[src/rtl/ir_prefetch_queue_pkg.sv]
// Shared defaults, reset opcode, IR action encoding and parity helper for the
// instruction prefetch queue.
package ir_pkg;

  localparam int IR_WORD_W    = 8;
  localparam int IR_DEPTH     = 4;
  localparam int PARITY_MAX_W = 64;

  localparam logic [7:0] NOP_OPCODE = 8'h00;

  typedef enum logic [2:0] {
    IR_HOLD,
    IR_FLUSH,
    IR_POP,
    IR_BYPASS,
    IR_STARVE
  } ir_action_e;

  // Callers zero-extend narrower words; zero padding leaves parity unchanged.
  function automatic logic even_parity(input logic [PARITY_MAX_W-1:0] word);
    return ^word;
  endfunction

endpackage

[src/rtl/ir_prefetch_queue_fifo_mem.sv]
// Prefetch storage array: falling-edge write port, asynchronous read port.
module ir_fifo_mem #(
  parameter int WIDTH = 8,
  parameter int DEPTH = 4
) (
  input  logic                     clk,
  input  logic                     we,
  input  logic [$clog2(DEPTH)-1:0] waddr,
  input  logic [WIDTH-1:0]         wdata,
  input  logic [$clog2(DEPTH)-1:0] raddr,
  output logic [WIDTH-1:0]         rdata
);

  logic [WIDTH-1:0] mem_q [DEPTH];

  always_ff @(negedge clk) begin
    if (we) begin
      mem_q[waddr] <= wdata;
    end
  end

  assign rdata = mem_q[raddr];

endmodule

[src/rtl/ir_prefetch_queue.sv]
// Prefetch FIFO feeding the architected instruction register; state updates on
// the falling clock edge. Optional per-entry parity via IR_PREFETCH_PARITY_EN.
module ir_prefetch_queue
  import ir_pkg::*;
#(
  parameter int WORD_W = IR_WORD_W,
  parameter int DEPTH  = IR_DEPTH
) (
  input  logic                       clk,
  input  logic                       rst,
  input  logic                       load,
  input  logic [WORD_W-1:0]          wr_data,
  input  logic                       advance,
  input  logic                       flush,
  output logic [WORD_W-1:0]          ir_out,
  output logic                       ir_valid,
  output logic [$clog2(DEPTH+1)-1:0] count,
  output logic                       full,
  output logic                       empty,
  output logic                       overflow
`ifdef IR_PREFETCH_PARITY_EN
  ,
  output logic                       parity_err
`endif
);

  localparam int CNT_W = $clog2(DEPTH + 1);
  localparam int PTR_W = $clog2(DEPTH);
`ifdef IR_PREFETCH_PARITY_EN
  localparam int MEM_W = WORD_W + 1;
`else
  localparam int MEM_W = WORD_W;
`endif

  logic [PTR_W-1:0]  rd_ptr_q, rd_ptr_d;
  logic [PTR_W-1:0]  wr_ptr_q, wr_ptr_d;
  logic [CNT_W-1:0]  count_q, count_d;
  logic [WORD_W-1:0] ir_q, ir_d;
  logic              ir_valid_q, ir_valid_d;
  logic              ovf_q, ovf_d;
  logic              is_empty, is_full;
  logic              push, pop;
  ir_action_e        action;
  logic [MEM_W-1:0]  mem_wdata, mem_rdata;
`ifdef IR_PREFETCH_PARITY_EN
  logic              perr_q, perr_d;
`endif

  always_comb begin
    is_empty = (count_q == '0);
    is_full  = (count_q == CNT_W'(DEPTH));
    action   = IR_HOLD;
    pop      = 1'b0;
    if (flush) begin
      action = IR_FLUSH;
    end else if (advance) begin
      if (!is_empty) begin
        action = IR_POP;
        pop    = 1'b1;
      end else if (load) begin
        action = IR_BYPASS;
      end else begin
        action = IR_STARVE;
      end
    end
    // A full queue still accepts a push when the same edge pops the head.
    push = !flush && load && (action != IR_BYPASS) && (!is_full || pop);
  end

  always_comb begin
    rd_ptr_d   = rd_ptr_q;
    wr_ptr_d   = wr_ptr_q;
    count_d    = count_q;
    ir_d       = ir_q;
    ir_valid_d = ir_valid_q;
    ovf_d      = ovf_q;
`ifdef IR_PREFETCH_PARITY_EN
    perr_d     = perr_q;
`endif
    unique case (action)
      IR_FLUSH: begin
        rd_ptr_d   = '0;
        wr_ptr_d   = '0;
        count_d    = '0;
        ir_valid_d = 1'b0;
`ifdef IR_PREFETCH_PARITY_EN
        perr_d     = 1'b0;
`endif
      end
      IR_POP: begin
        ir_d       = mem_rdata[WORD_W-1:0];
        ir_valid_d = 1'b1;
`ifdef IR_PREFETCH_PARITY_EN
        perr_d     = ^mem_rdata;
`endif
      end
      IR_BYPASS: begin
        ir_d       = wr_data;
        ir_valid_d = 1'b1;
`ifdef IR_PREFETCH_PARITY_EN
        perr_d     = 1'b0;
`endif
      end
      IR_STARVE: ir_valid_d = 1'b0;
      default: ;
    endcase
    if (push) wr_ptr_d = wr_ptr_q + PTR_W'(1);
    if (pop)  rd_ptr_d = rd_ptr_q + PTR_W'(1);
    unique case ({push, pop})
      2'b10:   count_d = count_q + CNT_W'(1);
      2'b01:   count_d = count_q - CNT_W'(1);
      default: ;
    endcase
    if (!flush && load && is_full && !advance) ovf_d = 1'b1;
  end

  always_ff @(negedge clk or posedge rst) begin
    if (rst) begin
      rd_ptr_q   <= '0;
      wr_ptr_q   <= '0;
      count_q    <= '0;
      ir_q       <= WORD_W'(NOP_OPCODE);
      ir_valid_q <= 1'b0;
      ovf_q      <= 1'b0;
`ifdef IR_PREFETCH_PARITY_EN
      perr_q     <= 1'b0;
`endif
    end else begin
      rd_ptr_q   <= rd_ptr_d;
      wr_ptr_q   <= wr_ptr_d;
      count_q    <= count_d;
      ir_q       <= ir_d;
      ir_valid_q <= ir_valid_d;
      ovf_q      <= ovf_d;
`ifdef IR_PREFETCH_PARITY_EN
      perr_q     <= perr_d;
`endif
    end
  end

`ifdef IR_PREFETCH_PARITY_EN
  assign mem_wdata  = {even_parity(PARITY_MAX_W'(wr_data)), wr_data};
  assign parity_err = perr_q;
`else
  assign mem_wdata  = wr_data;
`endif

  ir_fifo_mem #(
    .WIDTH (MEM_W),
    .DEPTH (DEPTH)
  ) u_mem (
    .clk   (clk),
    .we    (push),
    .waddr (wr_ptr_q),
    .wdata (mem_wdata),
    .raddr (rd_ptr_q),
    .rdata (mem_rdata)
  );

  assign ir_out   = ir_q;
  assign ir_valid = ir_valid_q;
  assign count    = count_q;
  assign full     = is_full;
  assign empty    = is_empty;
  assign overflow = ovf_q;

endmodule

[config.mk]
export PLATFORM = sky130hd
export DESIGN_NAME = ir_prefetch_queue
export DESIGN_NICKNAME = d
export VERILOG_FILES = /design/src/rtl/ir_prefetch_queue_pkg.sv /design/src/rtl/ir_prefetch_queue_fifo_mem.sv /design/src/rtl/ir_prefetch_queue.sv
export SDC_FILE = /design/constraint.sdc
export NUM_CORES = 1
export LEC_CHECK = 0
export ABC_AREA = 0
export CAP_MARGIN = 20
export CORE_ASPECT_RATIO = 1.2
export CORE_MARGIN = 2
export CORE_UTILIZATION = 54
export DETAILED_ROUTE_END_ITERATION = 10
export HOLD_SLACK_MARGIN = 0.08
export PLACE_DENSITY_LB_ADDON = 0.3
export SETUP_SLACK_MARGIN = 0.2
export SYNTH_ARGS = -nofsm -noshare
export SYNTH_HDL_FRONTEND = slang
export SYNTH_HIERARCHICAL = 1
export SYNTH_SLANG_ARGS = --single-unit
[constraint.sdc]
create_clock -name clk -period 3.8 [get_ports clk]
set_clock_uncertainty 0.2 [all_clocks]
set_input_delay 0.76 -clock clk [delete_from_list [all_inputs] [get_ports clk]]
set_output_delay 0.76 -clock clk [all_outputs]
set_load 0.005 [all_outputs]
==> flow_metrics.env, run 1 <==
export IMPL_setup_violations=48
export IMPL_clk_path_buf_depth=2
export IMPL_pin_count=28
export IMPL_rsz0062_at_grt="true"
export IMPL_whs_ns=0.354
export IMPL_clkTransAtPathRegs_ns=0.06
export IMPL_dp_hpwl_microns=3280
export IMPL_yosys_warnings=6
export IMPL_cts_tree="built"
export IMPL_holdCritPathClass="flip-flop to flip-flop"
export IMPL_vias=1746
export IMPL_syn_num_nets=167
export IMPL_synth_seq_cells=49
export IMPL_cts_max_level=2
export IMPL_io_buffers=27
export IMPL_synth_top_cell_by_area="edfxtp_1"
export IMPL_seq_area_frac_synth_pct=63.1
export IMPL_core_sq_mm=0.00391
export IMPL_first_global_vias=1775
export IMPL_holdBufCountCts=0
export IMPL_seqCellArea_sq_mm=0.00139
export IMPL_drtPass1Iterations=4
export IMPL_synthCells=152
export IMPL_startpoint_type="input pin"
export IMPL_synth_distinct_cells=38
export IMPL_worst_slew_pin_slew_ns=0.616
export IMPL_report_final_slew_viol_count=0
export IMPL_grt_max_degree=18
export IMPL_path_class="input pin to flip-flop"
export IMPL_die_w_microns=62.2
export IMPL_dp_slack_ns=-1.47
export IMPL_synth_top_area_share_pct=43.7
export IMPL_syn_to_final_growth_pct=52.6
export IMPL_p_per_area_mw_per_mm2=696
export IMPL_grt_pass1_wl_microns=8910
export IMPL_drive_above_1_share_pct=48.7
export IMPL_final_util_pct=85.8
export IMPL_grt_use_total_pct=26.8
export IMPL_vias_per_cell=5.34
export IMPL_grt_ovfl_total=0
export IMPL_final_nets=287
export IMPL_critPathRequiredTime_ns=1.85
export IMPL_drt_wl_total_microns=6140
export IMPL_worst_slack_ns=-0.613
export IMPL_syn_area_sq_mm=0.00220
export IMPL_maxSlewHeadroom_pct=59.0
export IMPL_rows=25
export IMPL_drc=0
export IMPL_clock_sinks=49
export IMPL_die_h_microns=73.9
export IMPL_cp_max_fo=2
export IMPL_hold_path_depth=1
export IMPL_ant_nets=0
export IMPL_crit_arrival_ns=2.47
export IMPL_dieArea_sq_mm=0.00460
export IMPL_clkLatencyLatePin_ns=0.38
export IMPL_status="finished with violations"
export IMPL_drt_iter0_drc=81
export IMPL_post_drt_wl_per_cell_microns=18.8
export IMPL_finalHoldViolations=0
export IMPL_peakVddDrop_v=0.000447
export IMPL_violations="setup timing"
export IMPL_antenna_cells=0
export IMPL_antenna_found_initial=0
export IMPL_end_kind="flip-flop"
export IMPL_p_leak_nw=1.50
export IMPL_cap_violations=0
export IMPL_gp_congestion=0.885
export IMPL_start_util_pct=56.2
export IMPL_nFillCells=200
export IMPL_final_cell_mix="buf_4, inv_1, edfxtp_1"
export IMPL_cts_buffers=5
export IMPL_final_common_cell="buf_4"
export IMPL_multi_input_area_sq_um=830
export IMPL_cts_root_buf="clkbuf_8"
export IMPL_synthTopCellsByArea="edfxtp_1, dfrtn_1, mux4_2"
export IMPL_reg2reg_depth=11
export IMPL_syn_avg_cell_area_sq_um=14.5
cells by family after synthesis:
family / share of synthesized area (%)
DFF: 63.1
AOI/OAI and AO/OA: 8.77
and+or+nand+nor: 8.48
buffers and inverters: 6.09
muxes: 10.5
xor gates and xnor gates: 1.59
adders and majority gates: 1.48
worst max-delay path, cell delays in order:
cell and delay, ns:
buf_8 0.11, xnor2_4 0.13, o311ai_4 0.30, ha_4 0.19, inv_2 0.04, fa_2 0.35
xnor2_2 0.18, mux2i_1 0.10, a22o_2 0.29
final timing paths:
check,startpoint,endpoint,slack [ns]
max,advance,count[2],-0.61
min,wr_ptr_q[0],wr_ptr_q[0],0.35
max reg2reg,count[2],count[2],1.04
min reg2reg,wr_ptr_q[0],wr_ptr_q[0],0.35
max in group asynchronous,rst,ir_out[3],0.81
min in group asynchronous,rst,ir_out[0],2.36
routing by layer:
layer	share of wire [%]	global-route usage [%]	routed length, microns
met1	37	30.5	2290
met2	55	49.6	3380
met3	3.8	3.68	232
met4	3.8	14.3	234
met5	0	0	0
synthesized netlist by cell type, drive strengths merged:
| master | count |
|---|---|
| and3 | 2 |
| or4 | 1 |
| dfrtn | 17 |
| mux4 | 8 |
| inv | 14 |
| xor2 | 2 |
| a21oi | 6 |
| o311ai | 3 |
| edfxtp | 32 |
| nand2 | 2 |
| and3b | 2 |
| a21o | 1 |
| nand2b | 2 |
| o31ai | 1 |
| xnor2 | 2 |
| nor3b | 1 |
| or3 | 7 |
| nand3b | 1 |
| a2bb2oi | 2 |
| mux2i | 4 |
| mux2 | 1 |
| buf | 6 |
| nor2 | 6 |
| o21ai | 9 |
| ha | 1 |
| clkbuf | 4 |
| nand3 | 2 |
| o311a | 1 |
| a31oi | 6 |
| a22o | 1 |
| fa | 1 |
| and2 | 2 |
| nor2b | 2 |
power breakdown:
group	internal [W]	switching [W]
clock	0.000208	0.000258
combinational	0.000638	0.000460
sequential	0.000677	0.0000938
final cells by class:
type | count | area share (%)
Tap cell | 54 | 2.01
Timing Repair Buffer | 92 | 23.8
Clock buffer | 5 | 2.05
Inverter | 13 | 1.53
Sequential cell | 49 | 41.3
Multi-Input combinational cell | 79 | 24.7
Clock inverter | 35 | 4.55
metrics by stage:
step | area [sq um] | total power, W | cells | setup TNS (ns)
finish | 3360 | 0.00234 | 327 | -8.65
global route | 3360 | 0.00247 | 327 | -8.92
CTS | 3230 | 0.00217 | 315 | -5.18
detailed placement | 2760 | 0.00158 | 256 | -41.26
global placement | 2760 | 0.00155 | 256 | -38.96
floorplan | 2270 | 0.00124 | 152 | -9.46
state kept, by name (all words and copies together), names as in the netlist:
name and count:
ir_out 8, u_mem/mem_q 32, wr_ptr_q 2, overflow 1
ir_valid 1, count 3, rd_ptr_q 2
timing repair:
action	in CTS	in global routing
gates cloned	0	0
gates resized for setup	106	17
endpoints found under the setup margin	64	62
buffers inserted	20	12
pin swaps	13	7
No activity file was read; power rests on OpenSTA's default activity.
==> inputs of run 2 (changes only) <==
Settings changed: MAX_ROUTING_LAYER from default to met4.
==> run 2 against run 1 <==
Net effect:
- the run still ends with setup timing left
- cell area grew 5.7%
- wire length rose by 23%
- hold slack better by 0.010 ns
- combinational power up 21%
- count of clock-buffer cells in the layout is 1 higher
- cell count rose by 4.9%
- utilization increased by 4.9 points
- register-to-register slack got worse by 0.06 ns
- global-route usage increased by 4.6 points
- setup slack better by 0.051 ns
- flip-flop and latch count stayed put
- critical endpoint unchanged
==> flow_metrics.env, run 2 (synthesis results as in run 1) <==
export IMPL_syn_to_final_growth_pct=61.4
export IMPL_r2r_end="count[2]"
export IMPL_final_util_pct=90.8
export IMPL_start_util_pct=56.2
export IMPL_met3_length_microns=445
export IMPL_worst_slew_pin_slew_ns=0.612
export IMPL_holdCritPathClass="flip-flop to flip-flop"
export IMPL_grt_use_total_pct=31.4
export IMPL_startpoint_type="input pin"
export IMPL_crit_arrival_ns=2.42
export IMPL_die_w_microns=62.2
export IMPL_nFillCells=149
export IMPL_vias=1918
export IMPL_startpoint="flush"
export IMPL_final_common_cell="buf_4"
export IMPL_rows=25
export IMPL_gp_congestion=0.894
export IMPL_grt_max_degree=18
export IMPL_hold_path_depth=2
export IMPL_core_sq_mm=0.00391
export IMPL_seqPwrFrac_pct=30.3
export IMPL_report_final_slew_viol_count=0
export IMPL_regMostFlops="u_mem/mem_q"
export IMPL_dp_hpwl_microns=3320
export IMPL_grt_ovfl_total=0
export IMPL_comb_power_share_pct=51.9
export IMPL_violations="setup timing"
export IMPL_largest_reg_flops=32
export IMPL_endpoint="count[2]"
export IMPL_maxSlewHeadroom_pct=59.2
export IMPL_clk_path_buf_depth=2
export IMPL_post_drt_wl_per_cell_microns=22.1
export IMPL_worst_slack_ns=-0.561
export IMPL_drtPass1Iterations=4
export IMPL_clock_sinks=49
export IMPL_drc=0
export IMPL_finalHoldViolations=0
export IMPL_wl_met1_microns=2650
export IMPL_fin_setup_tns_ns=-9.05
export IMPL_setup_violations=49
export IMPL_pin_count=28
export IMPL_final_nets=303
export IMPL_antenna_cells=0
export IMPL_intPower_w=0.00162
export IMPL_p_per_area_mw_per_mm2=724
export IMPL_critPathRequiredTime_ns=1.86
export IMPL_p_clk_share_pct=17.8
export IMPL_status="finished with violations"
export IMPL_met2WireLength_microns=4030
export IMPL_dieArea_sq_mm=0.00460
export IMPL_grt_pass1_wl_microns=10000
export IMPL_rsz0062_at_grt="true"
export IMPL_r2r_start="count[2]"
export IMPL_first_global_vias=1925
export IMPL_cp_max_fo=3
export IMPL_path_class="input pin to flip-flop"
export IMPL_clkTransAtPathRegs_ns=0.07
export IMPL_peakVddDrop_v=0.000494
export IMPL_vias_per_cell=5.59
export IMPL_die_h_microns=73.9
export IMPL_cts_buffers=5
export IMPL_antenna_found_initial=0
export IMPL_drt_iter0_drc=146
export IMPL_drive_above_1_share_pct=52.6
export IMPL_cap_violations=0
export IMPL_holdBufCountCts=0
export IMPL_switching_power_w=0.000946
export IMPL_io_buffers=27
export IMPL_ant_nets=0
export IMPL_switching_share_pct=36.8
export IMPL_reg2reg_depth=12
export IMPL_reg2reg_slack_ns=0.98
export IMPL_dr_max_layer_used="met4"
export IMPL_end_kind="flip-flop"
export IMPL_drt_wl_total_microns=7570
export IMPL_clkLatencyLatePin_ns=0.38
export IMPL_cts_max_level=2
export IMPL_cts_tree="built"
export IMPL_cts_root_buf="clkbuf_8"
export IMPL_p_leak_nw=1.59
export IMPL_final_cell_mix="buf_4, inv_1, edfxtp_1"
[run 2: changes by cell type in the layout (fill, tap and decap cells not counted), sizes merged]
cell and delta:
clkinv -1, buf +17, inv +1, bufinv -1
[run 2: worst max-delay path, stage by stage]
cell	delay, ns
buf_2	0.13
nor2b_1	0.23
and2_1	0.23
ha_4	0.16
inv_2	0.04
fa_2	0.36
xnor2_2	0.17
mux2i_1	0.10
a22o_2	0.25
[run 2: per-layer routing]
metal  GRT usage, %  up-vias
met5              -        -
met4           18.3        0
met3           5.97       45
met2           59.5       99
met1           30.0      932
li1               -      842
[run 2: stage by stage]
step | cell area (sq um) | total power [W] | hold WS (ns) | worst slack [ns] | std cells
4_1_cts | 3280 | 0.00221 | 0.300 | -0.588 | 322
6_report | 3550 | 0.00257 | 0.364 | -0.561 | 343
3_5_place_dp | 2760 | 0.00159 | 0.232 | -1.45 | 256
2_1_floorplan | 2270 | 0.00124 | 0.212 | -0.911 | 152
5_1_grt | 3550 | 0.00269 | 0.404 | -0.602 | 343
3_3_place_gp | 2760 | 0.00156 | 0.203 | -1.35 | 256
[run 2: worst min-delay path by stage]
stage	startpoint	to	slack, ns
CTS	overflow	overflow	0.30
finish	ir_out[4]	ir_out[4]	0.36
global route	ir_out[4]	ir_out[4]	0.40
global placement	overflow	overflow	0.20
detailed placement	overflow	overflow	0.23
floorplan	overflow	overflow	0.21
[run 2: timing repair]
action                                  in CTS  in global routing
pin swaps                                   10                  9
setup buffers                               26                 21
gates cloned                                 1                  0
endpoints found under the setup margin      64                 62
gates resized for setup                    114                 26
[run 2: power groups by stage]
stage	clock network (W)	logic [W]	registers, W
2_1_floorplan	0.0000521	0.000431	0.000755
3_3_place_gp	0.0000521	0.000732	0.000771
3_5_place_dp	0.0000521	0.000760	0.000777
4_1_cts	0.000438	0.00100	0.000770
5_1_grt	0.000511	0.00139	0.000790
6_report	0.000456	0.00133	0.000779
[run 2: area by class of cell]
cell class	count	area, sq um	share of cell area (%)
tap	54	67.6	1.90
clock buffer	6	72.6	2.05
inverter	13	53.8	1.52
sequential	49	1390	39.1
clock inverter	34	135	3.81
multi-input combinational	79	882	24.9
timing repair buffer	108	951	26.8
==> inputs of run 3 (changes only) <==
Settings changed: SKIP_CTS_REPAIR_TIMING from default to 1.
==> run 3 against run 2 <==
Net effect:
- first-iteration DRC count shrank 26%
- highest routed layer unchanged
- critical path type unchanged
- count of clock-buffer cells in the layout stayed put
- cell area is 8.7% lower
- the flow still finishes with violations (setup timing)
==> flow_metrics.env, run 3 (synthesis results as in run 1) <==
export IMPL_status="finished with violations"
export IMPL_violations="setup timing"
export IMPL_cts_root_buf="clkbuf_8"
export IMPL_final_util_pct=82.8
export IMPL_r2r_start="count[1]"
export IMPL_p_total_w=0.00223
export IMPL_gp_congestion=0.894
export IMPL_dp_hpwl_microns=3320
export IMPL_reg2reg_slack_ns=1.22
export IMPL_core_sq_mm=0.00391
export IMPL_start_util_pct=56.2
export IMPL_r2r_end="count[2]"
export IMPL_final_cell_mix="buf_4, inv_1, edfxtp_1"
export IMPL_drt_wl_total_microns=5880
export IMPL_peakVddDrop_v=0.000443
export IMPL_vias=1692
export IMPL_holdPathEnd="overflow"
export IMPL_clkTransAtPathRegs_ns=0.06
export IMPL_clkLatencyLatePin_ns=0.38
export IMPL_syn_to_final_growth_pct=47.3
export IMPL_setup_violations=47
export IMPL_rows=25
export IMPL_critPathRequiredTime_ns=1.86
export IMPL_p_per_area_mw_per_mm2=688
export IMPL_drtPass1Iterations=4
export IMPL_whs_ns=0.320
export IMPL_use_met2_pct=44.0
export IMPL_grt_use_total_pct=24.0
export IMPL_p_leak_nw=1.45
export IMPL_cts_max_level=2
export IMPL_io_buffers=27
export IMPL_vias_per_cell=5.30
export IMPL_final_cells=319
export IMPL_maxSlewHeadroom_pct=59.7
export IMPL_cts_buffers=5
export IMPL_hold_start="overflow"
export IMPL_end_kind="flip-flop"
export IMPL_first_global_vias=1623
export IMPL_nFillCells=208
export IMPL_cp_max_fo=3
export IMPL_ant_nets=0
export IMPL_dieArea_sq_mm=0.00460
export IMPL_cts_tree="built"
export IMPL_startpoint_type="input pin"
export IMPL_largest_reg_flops=32
export IMPL_clock_sinks=49
export IMPL_reg2reg_depth=10
export IMPL_antenna_cells=0
export IMPL_die_w_microns=62.2
export IMPL_regMostFlops="u_mem/mem_q"
export IMPL_finalHoldViolations=0
export IMPL_drt_iter0_drc=108
export IMPL_final_common_cell="buf_4"
export IMPL_drive_above_1_share_pct=44.5
export IMPL_worst_slack_ns=-0.595
export IMPL_busiest_layer="met2"
export IMPL_use_met3_pct=3.52
export IMPL_holdCritPathClass="flip-flop to flip-flop"
export IMPL_rsz0062_at_grt="true"
export IMPL_final_nets=279
export IMPL_path_class="input pin to flip-flop"
export IMPL_worst_slew_pin_slew_ns=0.605
export IMPL_grt_pass1_wl_microns=7920
export IMPL_pin_count=28
export IMPL_die_h_microns=73.9
export IMPL_drc=0
export IMPL_crit_arrival_ns=2.46
export IMPL_hold_path_depth=2
export IMPL_clk_path_buf_depth=2
export IMPL_grt_ovfl_total=0
export IMPL_report_final_slew_viol_count=0
export IMPL_grt_max_degree=18
export IMPL_post_drt_wl_per_cell_microns=18.4
export IMPL_globalRouteMet1Util_pct=26.7
export IMPL_antenna_found_initial=0
export IMPL_cap_violations=0
export IMPL_dp_cells=256
[run 3: changes by cell type in the layout (fill, tap and decap cells not counted), sizes merged]
cell           delta
buf              -33
clkbuf            +7
clkdlybuf4s50     +1
dlymetal6s2s      +1
[run 3: layout make-up]
cell class                      instances  area [sq um]  area share (%)
Tap cell                               54          67.6            2.09
Clock inverter                         34           135            4.17
Inverter                               13          51.3            1.58
Timing Repair Buffer                   84           722            22.3
Clock buffer                            6          72.6            2.24
Multi-Input combinational cell         79           803            24.8
Sequential cell                        49          1390            42.8
[run 3: metrics by stage]
stage	instance area, sq um	TNS (ns)	setup slack, ns
finish	3240	-6.64	-0.595
global placement	2760	-39.07	-1.35
detailed placement	2760	-41.23	-1.45
CTS	2970	-29.74	-1.13
global route	3240	-7.19	-0.607
floorplan	2270	-9.46	-0.911
[run 3: worst max-delay path by stage]
stage,startpoint,endpoint,cells past startpoint
2_1_floorplan,advance,count[2],9
3_3_place_gp,advance,count[2],9
3_5_place_dp,advance,count[2],9
4_1_cts,advance,count[2],9
5_1_grt,advance,count[2],9
6_report,advance,count[2],9
[run 3: power breakdown]
group          total [W]  switching [W]  leakage [nW]  internal, W
Clock           0.000439       0.000262         0.219     0.000177
Combinational    0.00102       0.000429         0.735     0.000587
Sequential      0.000773      0.0000960         0.497     0.000677
Total            0.00223       0.000787          1.45      0.00144
[run 3: metal layers]
layer	vias up	routed length [microns]
li1	789	-
met1	844	2180
met2	45	3380
met3	14	147
met4	0	177
met5	-	0
[run 3: worst max-delay path: stages]
cell and delay (ns):
buf_12 0.11, xnor2_4 0.14, o311ai_4 0.31, ha_4 0.19, inv_2 0.05, fa_2 0.39, xnor2_2 0.18, mux2i_1 0.09
a22o_2 0.23
